**config.mk**
```make
export PLATFORM = sky130hd
export DESIGN_NAME = itch_msg_parser_flat
export DESIGN_NICKNAME = d
export VERILOG_FILES = /design/src/rtl/itch_msg_parser_if.sv /design/src/rtl/itch_msg_parser.sv /design/src/flat_wrapper.sv
export SDC_FILE = /design/constraint.sdc
export NUM_CORES = 1
export LEC_CHECK = 0
export CELL_PAD_IN_SITES_DETAIL_PLACEMENT = 0
export CELL_PAD_IN_SITES_GLOBAL_PLACEMENT = 1
export CORE_UTILIZATION = 40
export DETAILED_ROUTE_END_ITERATION = 10
export PLACE_DENSITY = 0.74
export SYNTH_ARGS = -nofsm -noshare
export SYNTH_HDL_FRONTEND = slang
export SYNTH_SLANG_ARGS = --single-unit
```
**constraint.sdc**
```tcl
create_clock -name clkIn -period 21.1 [get_ports clkIn]
set_input_delay 3.165 -clock clkIn [delete_from_list [all_inputs] [get_ports clkIn]]
set_output_delay 3.165 -clock clkIn [all_outputs]
set_load 0.005 [all_outputs]
```
**src/rtl/itch_msg_parser_if.sv**
```systemverilog
// Bus between the ITCH byte-stream source and the message parser.
// The master drives the byte stream; the slave (parser) returns decoded Add Order fields and message events.
interface itch_msg_parser_if;
    logic [7:0]  dataIn;
    logic        dataValidIn;
    logic        packetLostIn;
    logic        addValidOut;
    logic [15:0] addLocateOut;
    logic [63:0] addOrderRefOut;
    logic        addBuyOut;
    logic [31:0] addSharesOut;
    logic [63:0] addStockOut;
    logic [31:0] addPriceOut;
    logic        msgDoneOut;
    logic [7:0]  msgTypeOut;
    logic        errOut;

    modport master (
        output dataIn, dataValidIn, packetLostIn,
        input  addValidOut, addLocateOut, addOrderRefOut, addBuyOut, addSharesOut,
        input  addStockOut, addPriceOut, msgDoneOut, msgTypeOut, errOut
    );

    modport slave (
        input  dataIn, dataValidIn, packetLostIn,
        output addValidOut, addLocateOut, addOrderRefOut, addBuyOut, addSharesOut,
        output addStockOut, addPriceOut, msgDoneOut, msgTypeOut, errOut
    );
endinterface

```
**src/rtl/itch_msg_parser.sv**
```systemverilog
// Splits a MoldUDP64 block stream (2-byte length + message) and decodes ITCH Add Order ('A') messages.
// state  | meaning
// LEN_HI | waiting for length high byte
// LEN_LO | waiting for length low byte
// BODY   | consuming message bytes idx 0..len-1
module itch_msg_parser #(
    parameter logic [15:0] MAX_MSG_LEN = 16'd64
) (
    input logic clkIn,
    input logic rstIn,
    itch_msg_parser_if.slave bus
);
    typedef enum logic [1:0] {LEN_HI, LEN_LO, BODY} state_t;

    state_t      state_q;
    logic [15:0] len_q;
    logic [15:0] idx_q;

    // Staging registers collect fields while the message streams in
    logic [7:0]  type_q,   type_d;
    logic [15:0] loc_q,    loc_d;
    logic [63:0] ref_q,    ref_d;
    logic [7:0]  side_q,   side_d;
    logic [31:0] shares_q, shares_d;
    logic [63:0] stock_q,  stock_d;
    logic [31:0] price_q,  price_d;

    logic        add_valid_q;
    logic [15:0] add_locate_q;
    logic [63:0] add_ref_q;
    logic        add_buy_q;
    logic [31:0] add_shares_q;
    logic [63:0] add_stock_q;
    logic [31:0] add_price_q;
    logic        msg_done_q;
    logic [7:0]  msg_type_q;
    logic        err_q;

    logic        accept;
    logic        last_byte;
    logic        over_len;
    logic        side_ok;
    logic [15:0] len_lo_d;

    assign accept    = (state_q == BODY) && bus.dataValidIn && !bus.packetLostIn;
    assign last_byte = (idx_q == len_q - 16'd1);
    assign over_len  = (len_q > MAX_MSG_LEN);
    assign side_ok   = (side_d == 8'h42) || (side_d == 8'h53);
    assign len_lo_d  = {len_q[15:8], bus.dataIn};

    // Next-state staging includes the byte arriving this cycle, so the final byte can be a field byte
    always_comb begin
        type_d   = type_q;
        loc_d    = loc_q;
        ref_d    = ref_q;
        side_d   = side_q;
        shares_d = shares_q;
        stock_d  = stock_q;
        price_d  = price_q;
        if (accept) begin
            if (idx_q == 16'd0)                        type_d   = bus.dataIn;
            if (idx_q >= 16'd1  && idx_q <= 16'd2)     loc_d    = {loc_q[7:0], bus.dataIn};
            if (idx_q >= 16'd11 && idx_q <= 16'd18)    ref_d    = {ref_q[55:0], bus.dataIn};
            if (idx_q == 16'd19)                       side_d   = bus.dataIn;
            if (idx_q >= 16'd20 && idx_q <= 16'd23)    shares_d = {shares_q[23:0], bus.dataIn};
            if (idx_q >= 16'd24 && idx_q <= 16'd31)    stock_d  = {stock_q[55:0], bus.dataIn};
            if (idx_q >= 16'd32 && idx_q <= 16'd35)    price_d  = {price_q[23:0], bus.dataIn};
        end
    end

    always_ff @(posedge clkIn or posedge rstIn) begin
        if (rstIn) begin
            state_q      <= LEN_HI;
            len_q        <= '0;
            idx_q        <= '0;
            type_q       <= '0;
            loc_q        <= '0;
            ref_q        <= '0;
            side_q       <= '0;
            shares_q     <= '0;
            stock_q      <= '0;
            price_q      <= '0;
            add_valid_q  <= 1'b0;
            add_locate_q <= '0;
            add_ref_q    <= '0;
            add_buy_q    <= 1'b0;
            add_shares_q <= '0;
            add_stock_q  <= '0;
            add_price_q  <= '0;
            msg_done_q   <= 1'b0;
            msg_type_q   <= '0;
            err_q        <= 1'b0;
        end else begin
            add_valid_q <= 1'b0;
            msg_done_q  <= 1'b0;
            err_q       <= 1'b0;
            type_q      <= type_d;
            loc_q       <= loc_d;
            ref_q       <= ref_d;
            side_q      <= side_d;
            shares_q    <= shares_d;
            stock_q     <= stock_d;
            price_q     <= price_d;
            if (bus.packetLostIn) begin
                state_q <= LEN_HI;
                idx_q   <= '0;
            end else if (bus.dataValidIn) begin
                case (state_q)
                    LEN_HI: begin
                        len_q   <= {bus.dataIn, len_q[7:0]};
                        state_q <= LEN_LO;
                    end
                    LEN_LO: begin
                        len_q <= len_lo_d;
                        idx_q <= '0;
                        if (len_lo_d == 16'd0) begin
                            err_q   <= 1'b1;
                            state_q <= LEN_HI;
                        end else begin
                            state_q <= BODY;
                        end
                    end
                    BODY: begin
                        if (idx_q != 16'hFFFF) idx_q <= idx_q + 16'd1;
                        if (last_byte) begin
                            state_q    <= LEN_HI;
                            msg_done_q <= 1'b1;
                            msg_type_q <= type_d;
                            if (over_len) begin
                                err_q <= 1'b1;
                            end else if (type_d == 8'h41) begin
                                if (len_q >= 16'd36 && side_ok) begin
                                    add_valid_q  <= 1'b1;
                                    add_locate_q <= loc_d;
                                    add_ref_q    <= ref_d;
                                    add_buy_q    <= (side_d == 8'h42);
                                    add_shares_q <= shares_d;
                                    add_stock_q  <= stock_d;
                                    add_price_q  <= price_d;
                                end else begin
                                    err_q <= 1'b1;
                                end
                            end
                        end
                    end
                    default: state_q <= LEN_HI;
                endcase
            end
        end
    end

    assign bus.addValidOut    = add_valid_q;
    assign bus.addLocateOut   = add_locate_q;
    assign bus.addOrderRefOut = add_ref_q;
    assign bus.addBuyOut      = add_buy_q;
    assign bus.addSharesOut   = add_shares_q;
    assign bus.addStockOut    = add_stock_q;
    assign bus.addPriceOut    = add_price_q;
    assign bus.msgDoneOut     = msg_done_q;
    assign bus.msgTypeOut     = msg_type_q;
    assign bus.errOut         = err_q;
endmodule

```
**src/flat_wrapper.sv**
```systemverilog
// flat-port wrapper written by rule: the top's interface ports become plain ports
module itch_msg_parser_flat 
#(
    parameter logic [15:0] MAX_MSG_LEN = 16'd64
)
  (clkIn, rstIn, bus_dataIn, bus_dataValidIn, bus_packetLostIn, bus_addValidOut, bus_addLocateOut, bus_addOrderRefOut, bus_addBuyOut, bus_addSharesOut, bus_addStockOut, bus_addPriceOut, bus_msgDoneOut, bus_msgTypeOut, bus_errOut);
  itch_msg_parser_if bus_i ();
  input logic clkIn;
  input logic rstIn;
  input wire logic [$bits(bus_i.dataIn)-1:0] bus_dataIn;
  input wire logic [$bits(bus_i.dataValidIn)-1:0] bus_dataValidIn;
  input wire logic [$bits(bus_i.packetLostIn)-1:0] bus_packetLostIn;
  output wire logic [$bits(bus_i.addValidOut)-1:0] bus_addValidOut;
  output wire logic [$bits(bus_i.addLocateOut)-1:0] bus_addLocateOut;
  output wire logic [$bits(bus_i.addOrderRefOut)-1:0] bus_addOrderRefOut;
  output wire logic [$bits(bus_i.addBuyOut)-1:0] bus_addBuyOut;
  output wire logic [$bits(bus_i.addSharesOut)-1:0] bus_addSharesOut;
  output wire logic [$bits(bus_i.addStockOut)-1:0] bus_addStockOut;
  output wire logic [$bits(bus_i.addPriceOut)-1:0] bus_addPriceOut;
  output wire logic [$bits(bus_i.msgDoneOut)-1:0] bus_msgDoneOut;
  output wire logic [$bits(bus_i.msgTypeOut)-1:0] bus_msgTypeOut;
  output wire logic [$bits(bus_i.errOut)-1:0] bus_errOut;
  assign bus_i.dataIn = bus_dataIn;
  assign bus_i.dataValidIn = bus_dataValidIn;
  assign bus_i.packetLostIn = bus_packetLostIn;
  assign bus_addValidOut = bus_i.addValidOut;
  assign bus_addLocateOut = bus_i.addLocateOut;
  assign bus_addOrderRefOut = bus_i.addOrderRefOut;
  assign bus_addBuyOut = bus_i.addBuyOut;
  assign bus_addSharesOut = bus_i.addSharesOut;
  assign bus_addStockOut = bus_i.addStockOut;
  assign bus_addPriceOut = bus_i.addPriceOut;
  assign bus_msgDoneOut = bus_i.msgDoneOut;
  assign bus_msgTypeOut = bus_i.msgTypeOut;
  assign bus_errOut = bus_i.errOut;
  itch_msg_parser #(.MAX_MSG_LEN(MAX_MSG_LEN)) u_core (.clkIn(clkIn), .rstIn(rstIn), .bus(bus_i));
endmodule
```
==> summary.md <==
| Metric | Value |
|---|---|
| Vias in the first global route | 12052 |
| H-tree depth | 2 |
| Clock skew | approximately 0.026 ns |
| Resized cells post-CTS | 0 |
| Unrepaired setup endpoints after global routing | false |
| Final wirelength | 44.7 mm |
| Fin crit period | between 7 and 8 ns |
| Synth unique cells | 63 |
| Worst-path cell chain | clkdlybuf4s50_1, and3b_1, nand4_4, nor4b_4, mux2_4, nor2_1, and4bb_4, buf_4, buf_4, mux2_4 |
| Nets | 1548 |
| Synth area leader | dfrtp_1 |
| GR Util met3 | 5.15% |
| Power Dens Cells | 80.5 mW/mm² |
| Worst vdd ir | 55.5 µV |
| Final HPWL DP | 29.5 mm |
| Iteration-0 DRC Markers | 584 |
| Top cells by area, synth | dfrtp_1 61%, mux2_2 20%, mux2_4 7.7% |
| Ys async rst share | 100% |
| Buffers added on ports | 231 |
| Clock Sinks | 478 |
| Worst-path maximum fanout | 71 |
| Sequential area share after synthesis | roughly three fifths |
| Drt pass-1 iters | 5 |
| Antenna viol nets, final | 0 |
| DRC | 0 |
| Routed len/inst | 20.2 µm |
| Busiest grt layer | met2 |
| Largest net degree at the start of global routing | 113 |
| # diodes | 0 |
| Ports | 232 |
| Chip height | 224 µm |
| Count leader, synth | dfrtp_1 |
| Syn avg cell area | 15.1 µm² |
| Met1 usage in global routing | 23.8% |
| Critical path's slowest cell | buf_4 |
| CTS hold repair buffers | 0 |
| Synth Flop Type | dfrtp_1 |
| Final Hold Viols | 0 |
| Status | complete, no violations |
| Total gr overflow | 0 |
| Worst-margin pin slew | 1.19 ns |
| Worst reg-to-reg setup slack | 15.45 ns |
| First-pass GRT wire length | about 71 mm |
| CP Data Arrival Time | around 8.4 ns |
| Final Wtd Congestion | 0.815 |
| CTS Buf Count | 52 |
| Slew margin rel. | just over 20% |
| Routed vias | 11124 |
| Cell row count | 80 |
| Vias/cell | 5.01 |
| CP peak stage delay | 1.04 ns |
| Clk slew on worst S/H paths | ~0.060 ns |
| Max_cap viols | 0 |
| FF+latch count, synth | roughly 480 |
| GRT met2 Usage | between 20% and 30% |
| Root Buffer | clkbuf_16 |
| Hold_ws | 0.492 ns |
| Filler cells | 4123 |
| Initial Utilization | 40.8% |
| Skew-Pair Late Insertion Delay | 0.61 ns |
| Leakage power | 11.4 nW |
| Slew Limit Fails | 0 |
| CP Launch Type | input pin |
| Syn Std Cell Area | about 0.020 mm² |
| Die Span X | 224 µm |
| Synth Instances | 1300 |
| Clock tree buffer depth | 3 |
| Post-synth net total | 1320 |
| Tot GR Track Use | a little under a fifth |
| TNS Setup | 0 ns |
| Crit path kind | in -> reg |
| Post CTS Setup Buffer Count | 0 |
| CTS tree | yes |
| Yosys warns | 0 |
| Max Freq | 0.126 GHz |
| Commonest cells post-synth | 478 x dfrtp_1, 341 x mux2_2, 101 x mux2_4 |
| DIE AREA | between 0.05 and 0.06 mm² |
| Initial antenna violation count | 0 |
| Setup crit end kind | flip-flop |
| Core area | 0.0481 mm² |
| Number of synthesized flops with an enable pin | 0 |
| Critical Path RT | between 20 and 25 ns |
| Crit share post-route | 37.7% |
| HP Class | reg -> reg |
| Yosys top cell area share | 60.9% |
| Final setup fails | 0 |
| P&R area growth vs syn | 23.0% |
| Layout cells sized above 1 | about a third |
through the flow:
stage,instance area [µm²],utilization (%),total power (W),std cells,setup slack [ns]
2_1_floorplan,19700,-,0.00104,1300,4.60
3_3_place_gp,22500,46.7,0.00107,2130,12.52
3_5_place_dp,22500,46.7,0.00107,2130,12.43
4_1_cts,24200,50.2,0.00197,2219,13.05
5_1_grt,24200,50.2,0.00202,2219,12.84
6_report,24200,50.2,0.00195,2219,13.15
sequential cells by signal, summed over array words and instances, names as in the netlist, 32 cells and up:
name and count:
u_core.ref_q 64, u_core.price_q 32, u_core.bus.addStockOut 64, u_core.bus.addSharesOut 32, u_core.shares_q 32, u_core.stock_q 64, u_core.bus.addPriceOut 32, u_core.bus.addOrderRefOut 64
path summary, 6_finish.rpt:
path,end,startpoint,cells past startpoint
max in group asynchronous,u_core.bus.addOrderRefOut[32],rstIn,4
worst min-delay path,u_core.loc_q[8],u_core.loc_q[8],1
worst max register to register,u_core.bus.addOrderRefOut[40],u_core.len_q[0],11
min in group asynchronous,u_core.stock_q[60],rstIn,2
worst min register to register,u_core.loc_q[8],u_core.loc_q[8],1
worst max-delay path,u_core.bus.addOrderRefOut[40],bus_packetLostIn,10
worst max-delay path: cells and delay by family:
| kind | cells | cell delay, ns |
|---|---|---|
| buf+inv | 3 | 2.62 |
| mux | 2 | 0.73 |
| simple gates | 5 | 1.82 |
layer usage:
metal | wire [µm] | vias to the layer above
li1 | - | 5065
met1 | 19500 | 5771
met2 | 21300 | 220
met3 | 2690 | 68
met4 | 1200 | 0
met5 | 0 | -
area by class of cell:
class                      instances  area, µm²  area share, %
clock inverter                    19        210          0.870
sequential                       478      12000           49.5
multi-input combinational        734       7230           29.9
clock buffer                      70       1460           6.04
inverter                          16       67.6          0.280
tap                              656        821           3.40
timing repair buffer             246       2420           10.0
power breakdown:
group | total (W) | internal (W) | switching [W] | leakage (nW)
logic | 0.000110 | 0.0000385 | 0.0000718 | 3.94
clock network | 0.000892 | 0.000521 | 0.000371 | 0.828
registers | 0.000945 | 0.000929 | 0.0000155 | 6.66
total | 0.00195 | 0.00149 | 0.000458 | 11.4
logic make-up (layout without fill, tap and decap cells):
kind of cell / Yosys count / count (layout) / synth area share (%)
AO/OA/AOI/OAI: 69 / 69 / 2.25
flip-flops: 478 / 478 / 60.9
XOR/XNOR: 25 / 25 / 1.11
multiplexers: 447 / 447 / 27.5
AND/OR/NAND/NOR: 185 / 185 / 5.29
buffers and inverters: 88 / 351 / 2.47
adder cells (fa/ha/maj): 8 / 8 / 0.509
placed cells by master, fill, tap and decap left out, types with 3 or more instances in the layout:
cell type,count
clkbuf_16,52
o211ai_1,3
ha_1,8
and3_1,4
inv_1,15
nand3_1,14
mux2_4,101
nand2b_1,9
mux2i_1,5
dfrtp_1,478
o21ai_0,25
o31a_1,3
clkdlybuf4s50_1,231
nand4_1,5
a31oi_1,4
nor4_1,5
nor3_1,17
xnor2_1,16
nor4_4,3
clkinv_2,10
nor4b_1,6
nand2_1,59
clkbuf_8,9
buf_4,15
mux2_2,341
clkbuf_1,9
a21oi_1,14
nand3b_1,4
nor3_2,3
xor2_1,9
bufinv_16,3
nor2_1,32
nor3b_1,3
No activity file was read; power rests on OpenSTA's default activity.
==> edit: new RTL, config.mk and constraints unchanged <==
`MAX_MSG_LEN` is set to 16'd64 in 2 places; all go to 16'd48.
--- a/src/rtl/itch_msg_parser.sv
+++ b/src/rtl/itch_msg_parser.sv
@@ -4,7 +4,7 @@
 // LEN_LO | waiting for length low byte
 // BODY   | consuming message bytes idx 0..len-1
 module itch_msg_parser #(
-    parameter logic [15:0] MAX_MSG_LEN = 16'd64
+    parameter logic [15:0] MAX_MSG_LEN = 16'd48
 ) (
     input logic clkIn,
     input logic rstIn,
--- a/src/flat_wrapper.sv
+++ b/src/flat_wrapper.sv
@@ -1,7 +1,7 @@
 // flat-port wrapper written by rule: the top's interface ports become plain ports
 module itch_msg_parser_flat 
 #(
-    parameter logic [15:0] MAX_MSG_LEN = 16'd64
+    parameter logic [15:0] MAX_MSG_LEN = 16'd48
 )
   (clkIn, rstIn, bus_dataIn, bus_dataValidIn, bus_packetLostIn, bus_addValidOut, bus_addLocateOut, bus_addOrderRefOut, bus_addBuyOut, bus_addSharesOut, bus_addStockOut, bus_addPriceOut, bus_msgDoneOut, bus_msgTypeOut, bus_errOut);
   itch_msg_parser_if bus_i ();
Function: not settled (the Yosys comparison gave no result); the edit may change what the design does.
==> edit against the unedited design <==
Sequential cell count stayed put; sequential share of layout area increased by 0.31 points; area after synthesis grew 0.11%; worst setup slack better by 0.46 ns; maximum frequency up 6.1%; routed wire length decreased by 4.1%; clock power fell by 5.2%; non-clock buffer count rose by 1; final area is 0.62% lower; total power decreased by 2.8%.
==> edit: results (changes against the unedited design) <==
Status
  • Outcome: complete, no violations

Layout
  • #MultiIn Comb: 721 (-1.8%)
  • Clock-cell share of area: 6.45% (-0.46 points)
  • Fraction of area in multi-input gates: 29.9% (about the same)
  • Inverters: 17 (+1)
  • # nets final: 1533 (-0.97%)
  • Fillers: 4121 (-0.049%)
  • ANT cells: 1 (+1)

Route
  • DRT met1 WL: 19200 um (-1.4%)
  • Total wire length: 42900 um (-4.1%)
  • Vias/cell: 4.97 (-0.82%)
  • Initial drt markers: 567 (-2.9%)
  • Wire length on met3: 2140 um (-20%)

Place
  • Hpwl dp: 28500 um (-3.2%)
  • Dpl cell area: 22500 um^2 (-0.14%)

Power
  • Pleak: 11.4 nW (-0.56%)
  • Clock share of power: 44.7% (-1.1 points)
  • Seq group: 943 uW (about the same)

Synth
  • Cell area after synthesis: 19700 um^2 (+0.11%)
  • Syn Nets: 1309 (-0.83%)
  • Netlist cell types: 67 (+6.3%)
  • Synth cell count leaders: dfrtp_1, mux2_2, mux2_4
  • Register area share after synthesis: 60.8% (-0.070 points)

Global route
  • All-Layer GR Usage: 17.7% (-0.68 points)
  • Antenna violations before repair: 1 (+1)
  • Met2 Track Usage GR: 28.2% (-1.3 points)

Critical path
  • CP peak stage delay: 0.96 ns (-0.08 ns)
  • R2r endpoint: u_core.bus.addSharesOut[25]$_DFFE_PP0P_

Hold path
  • Hold path start: u_core.bus.msgTypeOut[0]$_DFFE_PP0P_
  • Worst Hold Path EP: u_core.bus.msgTypeOut[0]$_DFFE_PP0P_

Clock tree
  • Total clock buffers created by CTS: 48 (-7.7%)
-- edit: changes by cell type in the layout (fill, tap and decap cells not counted), moves of 5 or more --
cell and change:
o21ai_0 +7, mux2_2 -7, a21oi_1 -6, nand2_1 -18, or3_1 +9, clkinv_2 -7
nand3_1 -5, mux2_1 +8
-- edit: cell families (layout without fill, tap and decap cells) --
family / after synthesis / after routing / share of synthesized area [%]
flip-flops: 478 / 478 / 60.8
multiplexers: 444 / 444 / 27.3
AND/OR/NAND/NOR: 171 / 171 / 4.98
buffers and inverters: 90 / 340 / 2.80
AO/OA/AOI/OAI: 70 / 70 / 2.33
XOR/XNOR: 28 / 28 / 1.28
adder cells (fa/ha/maj): 8 / 8 / 0.509
other: 0 / 1 / 0
-- edit: stage by stage --
stage / cells / power [mW]
finish: 2196 / 1.89
global route: 2195 / 1.97
CTS: 2195 / 1.92
detailed placement: 2119 / 1.06
global placement: 2119 / 1.06
floorplan: 1289 / 1.04
